<file path="src/rtl/calc_pkg.sv">
// Shared types for the calculator/scan block: op codes, FSM states and the
// op-select priority decoder.
package calc_pkg;

  localparam int NIBBLE = 4;

  typedef enum logic [2:0] {OP_NONE, OP_ADD, OP_SUB, OP_MULT, OP_SQ} op_e;
  typedef enum logic [1:0] {IDLE, CALC, DONE} state_e;

  // Square wins over multiply, which wins over subtract, which wins over add.
  function automatic op_e decode_op(input logic add, input logic sub,
                                    input logic mult, input logic sq);
    if (sq)        return OP_SQ;
    else if (mult) return OP_MULT;
    else if (sub)  return OP_SUB;
    else if (add)  return OP_ADD;
    else           return OP_NONE;
  endfunction

endpackage

</file>
<file path="src/rtl/seg_scan_driver.sv">
// Time-multiplexed hex display driver: prescaler, scan index, active-low anode
// decode and nibble select. CALC_LEADING_ZERO_BLANK_EN enables leading-zero blanking.
module seg_scan_driver
  import calc_pkg::*;
#(
  parameter int RES_W    = 8,
  parameter int DIGITS   = 4,
  parameter int SCAN_DIV = 100000
) (
  input  logic              clk,
  input  logic              rst_n,
  input  logic [RES_W-1:0]  result,
  output logic [DIGITS-1:0] an,
  output logic [NIBBLE-1:0] digit
);

  localparam int SHOWN = NIBBLE * DIGITS;
  localparam int RAW_W = (RES_W > SHOWN) ? RES_W : SHOWN;
  localparam int PAD_W = ((RAW_W + NIBBLE - 1) / NIBBLE) * NIBBLE;
  localparam int PSW   = $clog2(SCAN_DIV + 1);
  localparam int IW    = (DIGITS > 1) ? $clog2(DIGITS) : 1;

  logic [PSW-1:0]   pre;
  logic [IW-1:0]    idx;
  logic [PAD_W-1:0] padded;

  always_ff @(posedge clk or negedge rst_n) begin
    if (!rst_n) begin
      pre <= '0;
      idx <= '0;
    end else if (pre == PSW'(SCAN_DIV - 1)) begin
      pre <= '0;
      idx <= (idx == IW'(DIGITS - 1)) ? '0 : idx + IW'(1);
    end else begin
      pre <= pre + PSW'(1);
    end
  end

  // Zero-extend so nibbles above the result width read as 0.
  always_comb begin
    padded = '0;
    padded[RES_W-1:0] = result;
  end

  assign digit = padded[int'(idx)*NIBBLE +: NIBBLE];

`ifdef CALC_LEADING_ZERO_BLANK_EN
  int  top_nib;
  logic blank;

  always_comb begin
    top_nib = 0;
    for (int i = 1; i < PAD_W / NIBBLE; i++) begin
      if (padded[i*NIBBLE +: NIBBLE] != '0) top_nib = i;
    end
  end

  assign blank = int'(idx) > top_nib;

  always_comb begin
    an = '1;
    if (!blank) an[idx] = 1'b0;
  end
`else
  always_comb begin
    an = '1;
    an[idx] = 1'b0;
  end
`endif

endmodule

</file>
<file path="src/rtl/calc_scan_mux.sv">
// Registered calculator (add/sub/shift-add mult/square) feeding a scanning hex
// display. Define CALC_LEADING_ZERO_BLANK_EN to blank leading-zero digits.
module calc_scan_mux
  import calc_pkg::*;
#(
  parameter int WIDTH    = 4,
  parameter int DIGITS   = 4,
  parameter int SCAN_DIV = 100000
) (
  input  logic               clk,
  input  logic               rst_n,
  input  logic [WIDTH-1:0]   a,
  input  logic [WIDTH-1:0]   b,
  input  logic               op_add,
  input  logic               op_sub,
  input  logic               op_mult,
  input  logic               op_sq,
  input  logic               go,
  output logic               busy,
  output logic               valid,
  output logic [2*WIDTH-1:0] result,
  output logic               neg,
  output logic [DIGITS-1:0]  an,
  output logic [NIBBLE-1:0]  digit
);

  localparam int RW = 2 * WIDTH;
  localparam int CW = $clog2(WIDTH + 1);

  state_e          state;
  op_e             op_r;
  op_e             req_op;
  logic [RW-1:0]   mcand;
  logic [RW-1:0]   acc;
  logic [WIDTH-1:0] mplier;
  logic [CW-1:0]   cnt;
  logic            commit;
  logic            neg_pend;
  logic            accept;

  assign req_op = decode_op(op_add, op_sub, op_mult, op_sq);
  assign accept = go && (req_op != OP_NONE) && (state != CALC);

  // The final value lands in acc as CALC ends; commit publishes it one cycle
  // later, so result/valid appear at edge 2 for add/sub and WIDTH+1 for mult/sq.
  always_ff @(posedge clk or negedge rst_n) begin
    if (!rst_n) begin
      state    <= IDLE;
      op_r     <= OP_NONE;
      mcand    <= '0;
      mplier   <= '0;
      acc      <= '0;
      cnt      <= '0;
      commit   <= 1'b0;
      neg_pend <= 1'b0;
      busy     <= 1'b0;
      valid    <= 1'b0;
      result   <= '0;
      neg      <= 1'b0;
    end else begin
      if (commit) begin
        result <= acc;
        neg    <= neg_pend;
        valid  <= 1'b1;
        commit <= 1'b0;
      end
      case (state)
        IDLE, DONE: begin
          if (accept) begin
            op_r     <= req_op;
            mcand    <= RW'(a);
            mplier   <= (req_op == OP_SQ) ? a : b;
            acc      <= '0;
            neg_pend <= 1'b0;
            cnt      <= CW'(WIDTH);
            valid    <= 1'b0;
            busy     <= 1'b1;
            state    <= CALC;
          end
        end
        CALC: begin
          case (op_r)
            OP_ADD: begin
              acc    <= mcand + RW'(mplier);
              state  <= DONE;
              busy   <= 1'b0;
              commit <= 1'b1;
            end
            OP_SUB: begin
              if (RW'(mplier) > mcand) begin
                acc      <= RW'(mplier) - mcand;
                neg_pend <= 1'b1;
              end else begin
                acc <= mcand - RW'(mplier);
              end
              state  <= DONE;
              busy   <= 1'b0;
              commit <= 1'b1;
            end
            default: begin
              // One partial product per cycle, LSB of the multiplier first.
              if (mplier[0]) acc <= acc + mcand;
              mcand  <= mcand << 1;
              mplier <= mplier >> 1;
              cnt    <= cnt - CW'(1);
              if (cnt == CW'(1)) begin
                state  <= DONE;
                busy   <= 1'b0;
                commit <= 1'b1;
              end
            end
          endcase
        end
        default: state <= IDLE;
      endcase
    end
  end

  seg_scan_driver #(
    .RES_W   (RW),
    .DIGITS  (DIGITS),
    .SCAN_DIV(SCAN_DIV)
  ) u_scan (
    .clk   (clk),
    .rst_n (rst_n),
    .result(result),
    .an    (an),
    .digit (digit)
  );

endmodule

</file>
<file path="config.mk">
export PLATFORM = sky130hd
export DESIGN_NAME = calc_scan_mux
export DESIGN_NICKNAME = d
export VERILOG_FILES = /design/src/rtl/calc_pkg.sv /design/src/rtl/seg_scan_driver.sv /design/src/rtl/calc_scan_mux.sv
export SDC_FILE = /design/constraint.sdc
export NUM_CORES = 1
export LEC_CHECK = 0
export ABC_AREA = 1
export CAP_MARGIN = 20
export CORE_ASPECT_RATIO = 0.8
export CORE_MARGIN = 2
export CORE_UTILIZATION = 45
export CTS_BUF_LIST = sky130_fd_sc_hd__clkbuf_8
export CTS_CLUSTER_DIAMETER = 30
export CTS_CLUSTER_SIZE = 28
export DETAILED_ROUTE_END_ITERATION = 10
export PLACE_DENSITY = 0.62
export SYNTH_ARGS = -nofsm -noshare
export SYNTH_HDL_FRONTEND = slang
export SYNTH_SLANG_ARGS = --single-unit
</file>
<file path="constraint.sdc">
create_clock -name clk -period 4 [get_ports clk]
set_clock_uncertainty 0.15 [all_clocks]
set_input_delay 1 -clock clk [delete_from_list [all_inputs] [get_ports clk]]
set_output_delay 1 -clock clk [all_outputs]
set_load 0.01 [all_outputs]
</file>
==> results of run 1 <==
==> through the flow <==
stage	area [um2]	worst slack, ns	hold slack, ns	std cells	power, uW
detailed placement	4360	1.22	0.305	658	2770
global placement	4360	1.29	0.294	658	2730
global route	4580	0.880	0.336	674	3700
CTS	4580	0.988	0.317	674	3390
floorplan	3950	1.71	0.279	521	2320
finish	4580	1.01	0.311	674	3380
==> synthesized netlist by cell type (2+ instances only) <==
| library cell | instances | share of area (%) |
|---|---|---|
| sky130_fd_sc_hd__o21ai_1 | 5 | 0.63 |
| sky130_fd_sc_hd__dfrtp_1 | 60 | 38 |
| sky130_fd_sc_hd__o211ai_1 | 7 | 1.3 |
| sky130_fd_sc_hd__buf_6 | 3 | 0.86 |
| sky130_fd_sc_hd__o21ai_0 | 34 | 4.3 |
| sky130_fd_sc_hd__xnor2_1 | 2 | 0.44 |
| sky130_fd_sc_hd__xor2_1 | 10 | 2.2 |
| sky130_fd_sc_hd__nor2_1 | 36 | 3.4 |
| sky130_fd_sc_hd__nand2_1 | 131 | 12 |
| sky130_fd_sc_hd__fa_1 | 3 | 1.5 |
| sky130_fd_sc_hd__nand3_2 | 7 | 1.8 |
| sky130_fd_sc_hd__nor3_1 | 9 | 1.1 |
| sky130_fd_sc_hd__o22ai_1 | 4 | 0.63 |
| sky130_fd_sc_hd__inv_1 | 85 | 8.1 |
| sky130_fd_sc_hd__nor2_4 | 2 | 0.57 |
| sky130_fd_sc_hd__a21oi_1 | 21 | 2.7 |
| sky130_fd_sc_hd__ha_1 | 22 | 7.0 |
| sky130_fd_sc_hd__o211ai_2 | 2 | 0.63 |
| sky130_fd_sc_hd__nand2_2 | 3 | 0.48 |
| sky130_fd_sc_hd__clkbuf_1 | 4 | 0.38 |
| sky130_fd_sc_hd__nand4_1 | 4 | 0.63 |
| sky130_fd_sc_hd__buf_2 | 2 | 0.25 |
| sky130_fd_sc_hd__nor4_1 | 3 | 0.48 |
| sky130_fd_sc_hd__inv_2 | 5 | 0.48 |
| sky130_fd_sc_hd__nand3_1 | 33 | 4.2 |
| sky130_fd_sc_hd__mux2_2 | 4 | 1.1 |
| sky130_fd_sc_hd__o21ai_2 | 4 | 0.89 |
| sky130_fd_sc_hd__nor2_2 | 2 | 0.32 |
==> power breakdown <==
part	total, uW	internal, uW	leakage, uW	switching (uW)
Combinational	1820	694	0.00141	1130
Clock	606	348	0.000107	258
Sequential	947	774	0.000777	173
==> logic make-up after synthesis <==
logic type	synth area share, %
simple gates	26.9
compound gates	12.1
xor+xnor	2.66
flops	38.1
buf+inv	10.6
mux	1.14
fa+ha+maj	8.50
==> cells in the final DEF, fill, tap and decap left out, drive strengths merged, types with 3 or more instances in the layout <==
| master | Yosys | layout |
|---|---|---|
| o211ai | 9 | 9 |
| ha | 22 | 22 |
| nand3 | 40 | 40 |
| nor4 | 4 | 4 |
| buf | 6 | 3 |
| clkinv | 2 | 4 |
| clkbuf | 4 | 9 |
| o21ai | 43 | 43 |
| a21oi | 21 | 21 |
| o22ai | 4 | 4 |
| nor2 | 41 | 41 |
| mux2 | 4 | 4 |
| nand4 | 4 | 4 |
| fa | 3 | 3 |
| dfrtp | 60 | 60 |
| inv | 91 | 92 |
| xor2 | 10 | 10 |
| nand2 | 135 | 135 |
| nor3 | 9 | 9 |
| clkdlybuf4s50 | 0 | 32 |
==> worst max path at each step <==
stage                         startpoint                    to  slack (ns)  cells past startpoint
6_report       u_scan.idx[0]$_DFFE_PN0N_                 an[0]        1.01                      4
3_5_place_dp                       op_sq  mcand[3]$_DFFE_PN0P_        1.22                      9
2_1_floorplan        op_r[1]$_DFFE_PN0P_    acc[4]$_DFFE_PN0P_        1.71                     14
3_3_place_gp                       op_sq  mcand[3]$_DFFE_PN0P_        1.29                      9
5_1_grt        u_scan.idx[0]$_DFFE_PN0N_                 an[0]        0.88                      4
4_1_cts        u_scan.idx[0]$_DFFE_PN0N_                 an[0]        0.99                      4
==> flip-flops by register name, summed over array words and instances, names as in the netlist <==
name,count
op_r,3
neg_pend,1
u_scan.pre,17
mplier,4
state,2
mcand,8
neg,1
acc,8
u_scan.idx,2
busy,1
commit,1
cnt,3
valid,1
result,8
==> routing by layer <==
layer / up-vias / share of wire, %
li1: 1741 / -
met1: 1542 / 53
met2: 69 / 40
met3: 9 / 5.2
met4: 0 / 0.97
met5: - / 0
==> layout make-up <==
class                      instances  area, um2
inverter                          93        353
tap                              112        140
timing repair buffer              35        340
sequential                        60       1500
clock inverter                     7       92.6
fill                             827       3910
clock buffer                       9        124
multi-input combinational        358       2020
==> worst max-delay path, stage by stage (launching register included) <==
cell and delay (ns):
sky130_fd_sc_hd__dfrtp_1 0.55, sky130_fd_sc_hd__inv_1 0.14, sky130_fd_sc_hd__ha_1 0.22, sky130_fd_sc_hd__inv_1 0.05
sky130_fd_sc_hd__clkdlybuf4s50_1 0.53
==> results.py, run 1 <==
metrics = {
    "clock_tree": {
        "ctsHtreeMaxLevel": 3,
        "postCtsHoldBufs": 0,
        "cts.repair.resized": 0,
        "cts_root_buf": "sky130_fd_sc_hd__clkbuf_8",
        "cts.reportedPaths.clkPinSlew_ns": 0.08,
        "clk-insertion-delay-late_ns": 0.34,
        "cts_tree": "done",
        "cts_setup_buffers": 0,
        "cts_made_buffers": 9,
        "clock_tree.buffer_depth": 2,
        "clock_sinks": 60,
    },
    "die": {
        "dieArea_mm2": 0.00954,
        "initial_core_util_pct": 46.5,
        "rows": 30,
        "die_w_um": 109,
        "design.core.area_mm2": 0.00848,
        "die_y_um": 87.7,
        "io_pins": 34,
    },
    "sta": {
        "report.final.slew_viol_count": 0,
        "period_share_pct": 74.7,
        "unrepaired_setup_endpoints_after_global_routing": "no",
        "timing.fmax_mhz": 335,
        "timing.slew.headroom_pct": 60.3,
        "final_period_minus_worst_setup_slack_ns": 2.99,
        "finalSetupViolations": 0,
        "worstMarginPinSlew_ns": 0.596,
        "setup_tns_ns": 0,
        "finalHoldViolations": 0,
    },
    "drt": {
        "route.antenna.remaining_nets": 0,
        "first_pass_iters": 4,
        "wl_per_cell_um": 13.4,
        "postRouteWirelength_mm": 9.01,
        "drt_iter0_drc": 193,
        "via_count": 3361,
        "vias_per_cell": 4.99,
        "route.detailed.drc": 0,
    },
    "worst_setup_path": {
        "setup.worst_path.class": "flop to output port",
        "worst-path-max-fanout": 12,
        "data_required_time_at_the_worst_endpoint_ns": 2.85,
        "r2r_slack_ns": 1.47,
        "r2r.worst_path.cells": 13,
        "cp-start-kind": "flop",
        "timing.rr.end": "acc[4]$_DFFE_PN0P_",
        "crit_arrival_ns": 1.84,
        "reg2reg_from": "op_r[1]$_DFFE_PN0P_",
        "critPathCaptureType": "output port",
    },
    "placed_design": {
        "number_of_buffer_cells_added_on_primary_ports": 33,
        "gp_congestion": 0.905,
        "post-dp-hpwl_mm": 6.97,
    },
    "run_status": {
        "run_status": "complete, no violations",
    },
    "logic_synthesis": {
        "syn_inst": 521,
        "yosys_most_used_dff": "sky130_fd_sc_hd__dfrtp_1",
        "postSynthAreaPerCell_um2": 7.57,
        "synth-seq-cells": 60,
        "netlist_area_before_placement_mm2": 0.00395,
        "synth-async-reset-ratio_pct": 100,
        "synth_warnings": 0,
        "synthDistinctLibCells": 42,
        "edff_count_synth": 0,
        "portion_of_the_post_synthesis_area_used_by_sequential_elements_pct": 38.1,
        "synth_fp_nets": 561,
    },
    "hold_path": {
        "holdCritStartpoint": "u_scan.pre[0]$_DFF_PN0_",
        "min_delay_path_depth": 1,
        "hp-class": "flop to flop",
        "worst_hold_endpoint": "u_scan.pre[0]$_DFF_PN0_",
    },
    "power": {
        "ir_worst_vdd_mv": 0.381,
        "powerDensity_mw_per_mm2": 738,
        "power.static_leakage_uw": 0.00229,
    },
    "job": {
        "drv_cap": 0,
    },
    "global_routing": {
        "gr-usage-met1_pct": 31.4,
        "grt-busiest-layer": "met1",
        "grt_util_met2_pct": 29.4,
        "first_global_vias": 3160,
        "global_route.usage.met3_pct": 5.21,
        "grt_antenna_before_repair": 0,
        "overflow": 0,
        "grt_pass1_wl_mm": 15.2,
        "pin_count_of_the_biggest_net_entering_global_routing": 26,
        "grtUsageTotal_pct": 20.6,
    },
    "finish": {
        "finish.net_count": 597,
        "post_route_cells_drive_above_1_share_pct": 9.43,
        "syn_to_final_growth_pct": 16.0,
        "insertedDiodeCount": 0,
        "post-route-util_pct": 53.9,
    },
}
Note: power is estimated with default switching activity, not from simulation.
==> run 2: changes to the inputs <==
- clock period: 4 -> 2.8 ns (I/O delays scaled with it)
==> run 2 against run 1 <==
  * Power up 46%
  * Global-route usage up 0.28 points
  * Utilization up 0.53 points
  * Critical path depth unchanged
  * Hold slack worse by 0.11 ns
  * Clock power up 63%
  * Routed wire length down 1.4%
  * Clock-buffer cell count up 1
  * Critical path type unchanged
  * Die area unchanged
==> results.py, run 2 (synthesis gave the netlist of run 1 again) <==
metrics = {
    "clock_tree": {
        "cts_tree": "done",
        "ctsHtreeMaxLevel": 3,
        "cts.reportedPaths.clkPinSlew_ns": 0.08,
        "clock_sinks": 60,
        "clock_tree.buffer_depth": 2,
        "clk-insertion-delay-late_ns": 0.34,
        "cts_made_buffers": 9,
        "cts_root_buf": "sky130_fd_sc_hd__clkbuf_8",
    },
    "sta": {
        "period_share_pct": 96.1,
        "final_period_minus_worst_setup_slack_ns": 2.69,
        "finalSetupViolations": 0,
        "worstMarginPinSlew_ns": 0.493,
        "timing.fmax_mhz": 372,
        "unrepaired_setup_endpoints_after_global_routing": "no",
        "report.final.slew_viol_count": 0,
        "finalHoldViolations": 0,
        "setup_tns_ns": 0,
        "timing.slew.headroom_pct": 67.2,
        "hold_slack_ns": 0.199,
    },
    "worst_setup_path": {
        "setup.worst_path.class": "flop to output port",
        "cp-start-kind": "flop",
        "data_required_time_at_the_worst_endpoint_ns": 1.95,
        "worst-path-max-fanout": 12,
        "critPathCaptureType": "output port",
        "crit_arrival_ns": 1.84,
    },
    "die": {
        "dieArea_mm2": 0.00954,
        "die_w_um": 109,
        "die_y_um": 87.7,
        "design.core.area_mm2": 0.00848,
        "rows": 30,
        "io_pins": 34,
        "initial_core_util_pct": 46.5,
    },
    "drt": {
        "vias_per_cell": 5.02,
        "postRouteWirelength_mm": 8.88,
        "route.detailed.drc": 0,
        "via_count": 3377,
        "drt_iter0_drc": 234,
        "first_pass_iters": 5,
        "wl_per_cell_um": 13.2,
        "route.antenna.remaining_nets": 0,
    },
    "placed_design": {
        "dpl_cell_area_mm2": 0.00436,
        "number_of_buffer_cells_added_on_primary_ports": 33,
        "gp_congestion": 0.941,
        "post-dp-hpwl_mm": 6.70,
        "dpl.cell_count": 657,
    },
    "finish": {
        "layout_commonest_cell": "sky130_fd_sc_hd__nand2_1",
        "insertedDiodeCount": 0,
        "design_area_mm2": 0.00462,
        "largest_register_ff_count": 17,
        "syn_to_final_growth_pct": 17.1,
        "finish.net_count": 596,
        "final-instance-count-excl-fill": 673,
        "post_route_cells_drive_above_1_share_pct": 9.45,
        "largest_register": "u_scan.pre",
        "num-fill-cells": 828,
        "most-common-layout-cells": "131 x sky130_fd_sc_hd__nand2_1, 85 x sky130_fd_sc_hd__inv_1, 60 x sky130_fd_sc_hd__dfrtp_1",
    },
    "run_status": {
        "run_status": "complete, no violations",
    },
    "power": {
        "power_report.internal_total_uw": 2710,
        "power_frac_clock_pct": 20.0,
        "powerDensity_mw_per_mm2": 1070,
        "power_frac_seq_pct": 27.5,
        "power.static_leakage_uw": 0.00231,
        "power.switching_fraction_pct": 45.0,
        "p_switching_uw": 2220,
        "comb_pwr_share_pct": 52.5,
        "ir_worst_vdd_mv": 0.649,
    },
    "global_routing": {
        "overflow": 0,
        "grt_antenna_before_repair": 0,
        "grtUsageTotal_pct": 20.9,
        "first_global_vias": 3254,
        "grt_pass1_wl_mm": 15.6,
        "pin_count_of_the_biggest_net_entering_global_routing": 61,
    },
    "job": {
        "drv_cap": 0,
    },
    "hold_path": {
        "hp-class": "input port to async pin",
    },
}
## run 2: cell count changes in the layout (fill, tap and decap cells not counted), sizes merged
cell	delta
inv	-1
clkinvlp	-1
clkbuf	+1
buf	-1
bufinv	+1
## run 2: path summary, 6_finish.rpt
check	start	slack [ns]	endpoint	cells after the start
setup / recovery	u_scan.idx[0]$_DFFE_PN0N_	0.11	an[0]	4
setup reg to reg	op_r[1]$_DFFE_PN0P_	0.44	acc[4]$_DFFE_PN0P_	13
max in group asynchronous	rst_n	2.03	result[3]$_DFFE_PN0P_	2
hold reg to reg	u_scan.pre[0]$_DFF_PN0_	0.33	u_scan.pre[0]$_DFF_PN0_	1
hold / removal	rst_n	0.20	mcand[4]$_DFFE_PN0P_	2
min in group clk	u_scan.pre[0]$_DFF_PN0_	0.33	u_scan.pre[0]$_DFF_PN0_	1
## run 2: worst max-delay path: stages (launching register included)
cell	delay [ns]
sky130_fd_sc_hd__dfrtp_1	0.55
sky130_fd_sc_hd__inv_1	0.14
sky130_fd_sc_hd__ha_1	0.22
sky130_fd_sc_hd__inv_1	0.05
sky130_fd_sc_hd__clkdlybuf4s50_1	0.52
## run 2: final cells by class
type / count / area, um2 / area share, %
timing repair buffer: 34 / 345 / 7.47
sequential: 60 / 1500 / 32.5
multi-input combinational: 358 / 2030 / 44.0
tap: 112 / 140 / 3.03
clock buffer: 10 / 138 / 2.98
clock inverter: 6 / 111 / 2.41
inverter: 93 / 353 / 7.64
## run 2: metrics by stage
step,utilization (%),setup slack [ns],power (uW)
floorplan,-,0.514,3310
detailed placement,51.4,0.309,3930
finish,54.5,0.109,4940
global placement,51.4,0.412,3890
global route,54.5,0.0114,5410
CTS,54.4,0.0948,4940
## run 2: routing by layer
metal	wire length, um	global-route usage, %	vias up
li1	-	-	1741
met1	4570	30.5	1539
met2	3780	31.6	90
met3	439	4.09	7
met4	92	6.29	0
met5	0	0	-
## run 2: power groups by stage
| stage | logic (uW) | registers, uW | clock network [uW] |
|---|---|---|---|
| floorplan | 2010 | 1300 | 0 |
| global placement | 2520 | 1370 | 0 |
| detailed placement | 2560 | 1370 | 0 |
| CTS | 2580 | 1360 | 1010 |
| global route | 2970 | 1400 | 1040 |
| finish | 2590 | 1360 | 988 |
## run 2: repair_timing
| action | 4_1_cts | 5_1_grt |
|---|---|---|
| endpoints found under the setup margin | 0 | 1 |
| resized for setup | 0 | 1 |
| hold buffers | 0 | 0 |
| setup buffers | 0 | 0 |
| endpoints found under the hold margin | 0 | 0 |
==> run 3: changes to the inputs <==
- CORE_UTILIZATION: 45 -> 30
- PLACE_DENSITY: 0.62 -> 0.44
==> run 3 against run 2 <==
  * Setup slack improved by 0.076 ns
  * Fmax increased by 2.9%
  * Hold slack improved by 0.094 ns
  * Global-route usage down 5.8 points
  * Clock-buffer cell count is 1 lower
  * Utilization down 18 points
  * Highest routed layer unchanged
  * Via count grew 0.33%
  * Die area up 48%
  * Flip-flop and latch count unchanged
  * Non-clock buffer count up 2
  * Sequential share of layout area fell by 0.052 points
  * Routed wire length grew 11%
==> results.py, run 3 (synthesis gave the netlist of run 1 again) <==
metrics = {
    "run_status": {
        "run_status": "complete, no violations",
    },
    "sta": {
        "unrepaired_setup_endpoints_after_global_routing": "no",
        "finalHoldViolations": 0,
        "report.final.slew_viol_count": 0,
        "worstMarginPinSlew_ns": 0.576,
        "timing.slew.headroom_pct": 61.6,
        "finalSetupViolations": 0,
        "final_period_minus_worst_setup_slack_ns": 2.62,
        "period_share_pct": 93.4,
        "setup_tns_ns": 0,
        "hold_slack_ns": 0.292,
        "timing.fmax_mhz": 382,
    },
    "clock_tree": {
        "cts_setup_buffers": 0,
        "cts_tree": "done",
        "clock_sinks": 60,
        "ctsHtreeMaxLevel": 3,
        "cts_made_buffers": 9,
        "clk-insertion-delay-late_ns": 0.35,
        "clock_tree.buffer_depth": 2,
        "cts_root_buf": "sky130_fd_sc_hd__clkbuf_8",
        "cts.reportedPaths.clkPinSlew_ns": 0.07,
    },
    "worst_setup_path": {
        "max_stage_delay_ns": 0.58,
        "data_required_time_at_the_worst_endpoint_ns": 1.95,
        "critPathCaptureType": "output port",
        "critPathBufInv": 2,
        "crit_slowest_cell": "sky130_fd_sc_hd__clkdlybuf4s50_1",
        "setup.worst_path.class": "flop to output port",
        "critical-path-top-delay-family": "buffers and inverters",
        "crit_chain": "inv_1 > o21ai_0 > a21oi_1 > clkdlybuf4s50_1",
        "cp-start-kind": "flop",
        "worst-path-max-fanout": 7,
        "crit_arrival_ns": 1.77,
    },
    "die": {
        "design.core.area_mm2": 0.0129,
        "die_w_um": 132,
        "die_y_um": 107,
        "initial_core_util_pct": 30.7,
        "rows": 37,
        "dieArea_mm2": 0.0141,
        "io_pins": 34,
    },
    "power": {
        "powerDensity_mw_per_mm2": 1020,
        "power.static_leakage_uw": 0.00227,
        "ir_worst_vdd_mv": 0.394,
        "totalPowerFinal_uw": 4720,
    },
    "global_routing": {
        "first_global_vias": 3274,
        "grt_antenna_before_repair": 0,
        "overflow": 0,
        "grt_pass1_wl_mm": 16.9,
        "grtUsageTotal_pct": 15.1,
        "pin_count_of_the_biggest_net_entering_global_routing": 44,
    },
    "finish": {
        "design_area_mm2": 0.00463,
        "syn_to_final_growth_pct": 17.4,
        "largest_register_ff_count": 17,
        "area.sequential_mm2": 0.00150,
        "layout_commonest_cell": "sky130_fd_sc_hd__nand2_1",
        "num-fill-cells": 1425,
        "insertedDiodeCount": 0,
        "post-route-util_pct": 36.0,
        "most-common-layout-cells": "131 x sky130_fd_sc_hd__nand2_1, 85 x sky130_fd_sc_hd__inv_1, 59 x sky130_fd_sc_hd__dfrtp_1",
        "multi_input_comb_area_mm2": 0.00202,
        "largest_register": "u_scan.pre",
        "post_route_cells_drive_above_1_share_pct": 9.95,
        "finish.net_count": 598,
    },
    "drt": {
        "first_pass_iters": 4,
        "postRouteWirelength_mm": 9.83,
        "via_count": 3388,
        "route.antenna.remaining_nets": 0,
        "vias_per_cell": 4.59,
        "wl_per_cell_um": 13.3,
        "drt_iter0_drc": 161,
        "route.detailed.drc": 0,
    },
    "placed_design": {
        "post-dp-hpwl_mm": 7.70,
        "gp_congestion": 0.862,
        "dpl_cell_area_mm2": 0.00445,
        "number_of_buffer_cells_added_on_primary_ports": 33,
    },
    "job": {
        "drv_cap": 0,
    },
    "hold_path": {
        "hp-class": "input port to async pin",
    },
}
## run 3: timing repair
item | CTS | global route
setup endpoints to repair | 0 | 1
gates resized for setup | 0 | 1
hold buffers | 0 | 0
## run 3: area by class of cell
cell class / instances / share of cell area (%)
multi-input combinational: 358 / 43.7
sequential: 60 / 32.4
inverter: 93 / 7.62
timing repair buffer: 36 / 7.51
tap: 175 / 4.73
clock buffer: 9 / 2.67
clock inverter: 7 / 1.32
## run 3: worst reg2reg max path: stages, from the launching register on
cell and delay [ns]:
sky130_fd_sc_hd__dfrtp_1 0.39, sky130_fd_sc_hd__inv_1 0.09, sky130_fd_sc_hd__nand3_2 0.20, sky130_fd_sc_hd__o21ai_0 0.22, sky130_fd_sc_hd__ha_1 0.19, sky130_fd_sc_hd__inv_1 0.06, sky130_fd_sc_hd__fa_1 0.39, sky130_fd_sc_hd__inv_1 0.11
sky130_fd_sc_hd__nand3_1 0.07, sky130_fd_sc_hd__nand2_1 0.08, sky130_fd_sc_hd__xnor2_1 0.12, sky130_fd_sc_hd__a21oi_1 0.08, sky130_fd_sc_hd__nand2_1 0.07, sky130_fd_sc_hd__nand2_1 0.05
## run 3: worst paths after layout
kind / from / to / slack, ns / cells past startpoint
max: u_scan.idx[1]$_DFFE_PN0N_ / digit[2] / 0.18 / 4
min: rst_n / acc[7]$_DFFE_PN0P_ / 0.29 / 2
max reg2reg: op_r[1]$_DFFE_PN0P_ / acc[4]$_DFFE_PN0P_ / 0.42 / 13
min reg2reg: u_scan.pre[0]$_DFF_PN0_ / u_scan.pre[0]$_DFF_PN0_ / 0.31 / 1
max in group asynchronous: rst_n / mplier[0]$_DFFE_PN0P_ / 1.53 / 3
min in group clk: u_scan.pre[0]$_DFF_PN0_ / u_scan.pre[0]$_DFF_PN0_ / 0.31 / 1
## run 3: metrics by stage
| stage | setup slack [ns] | instances |
|---|---|---|
| 2_1_floorplan | 0.514 | 521 |
| 4_1_cts | 0.0764 | 738 |
| 6_report | 0.185 | 738 |
| 3_5_place_dp | 0.308 | 722 |
| 3_3_place_gp | 0.366 | 722 |
| 5_1_grt | 0.0513 | 738 |
## run 3: per-layer routing
| metal | routed length, um | global-route usage (%) |
|---|---|---|
| met3 | 290 | 3.10 |
| met1 | 5390 | 22.7 |
| met5 | 0 | 0 |
| met2 | 4020 | 21.8 |
| met4 | 133 | 4.22 |
## run 3: report_power, final
group	leakage, uW	switching [uW]	internal (uW)
Sequential	0.000775	257	1100
Combinational	0.00141	1630	997
Clock	0.0000879	401	334
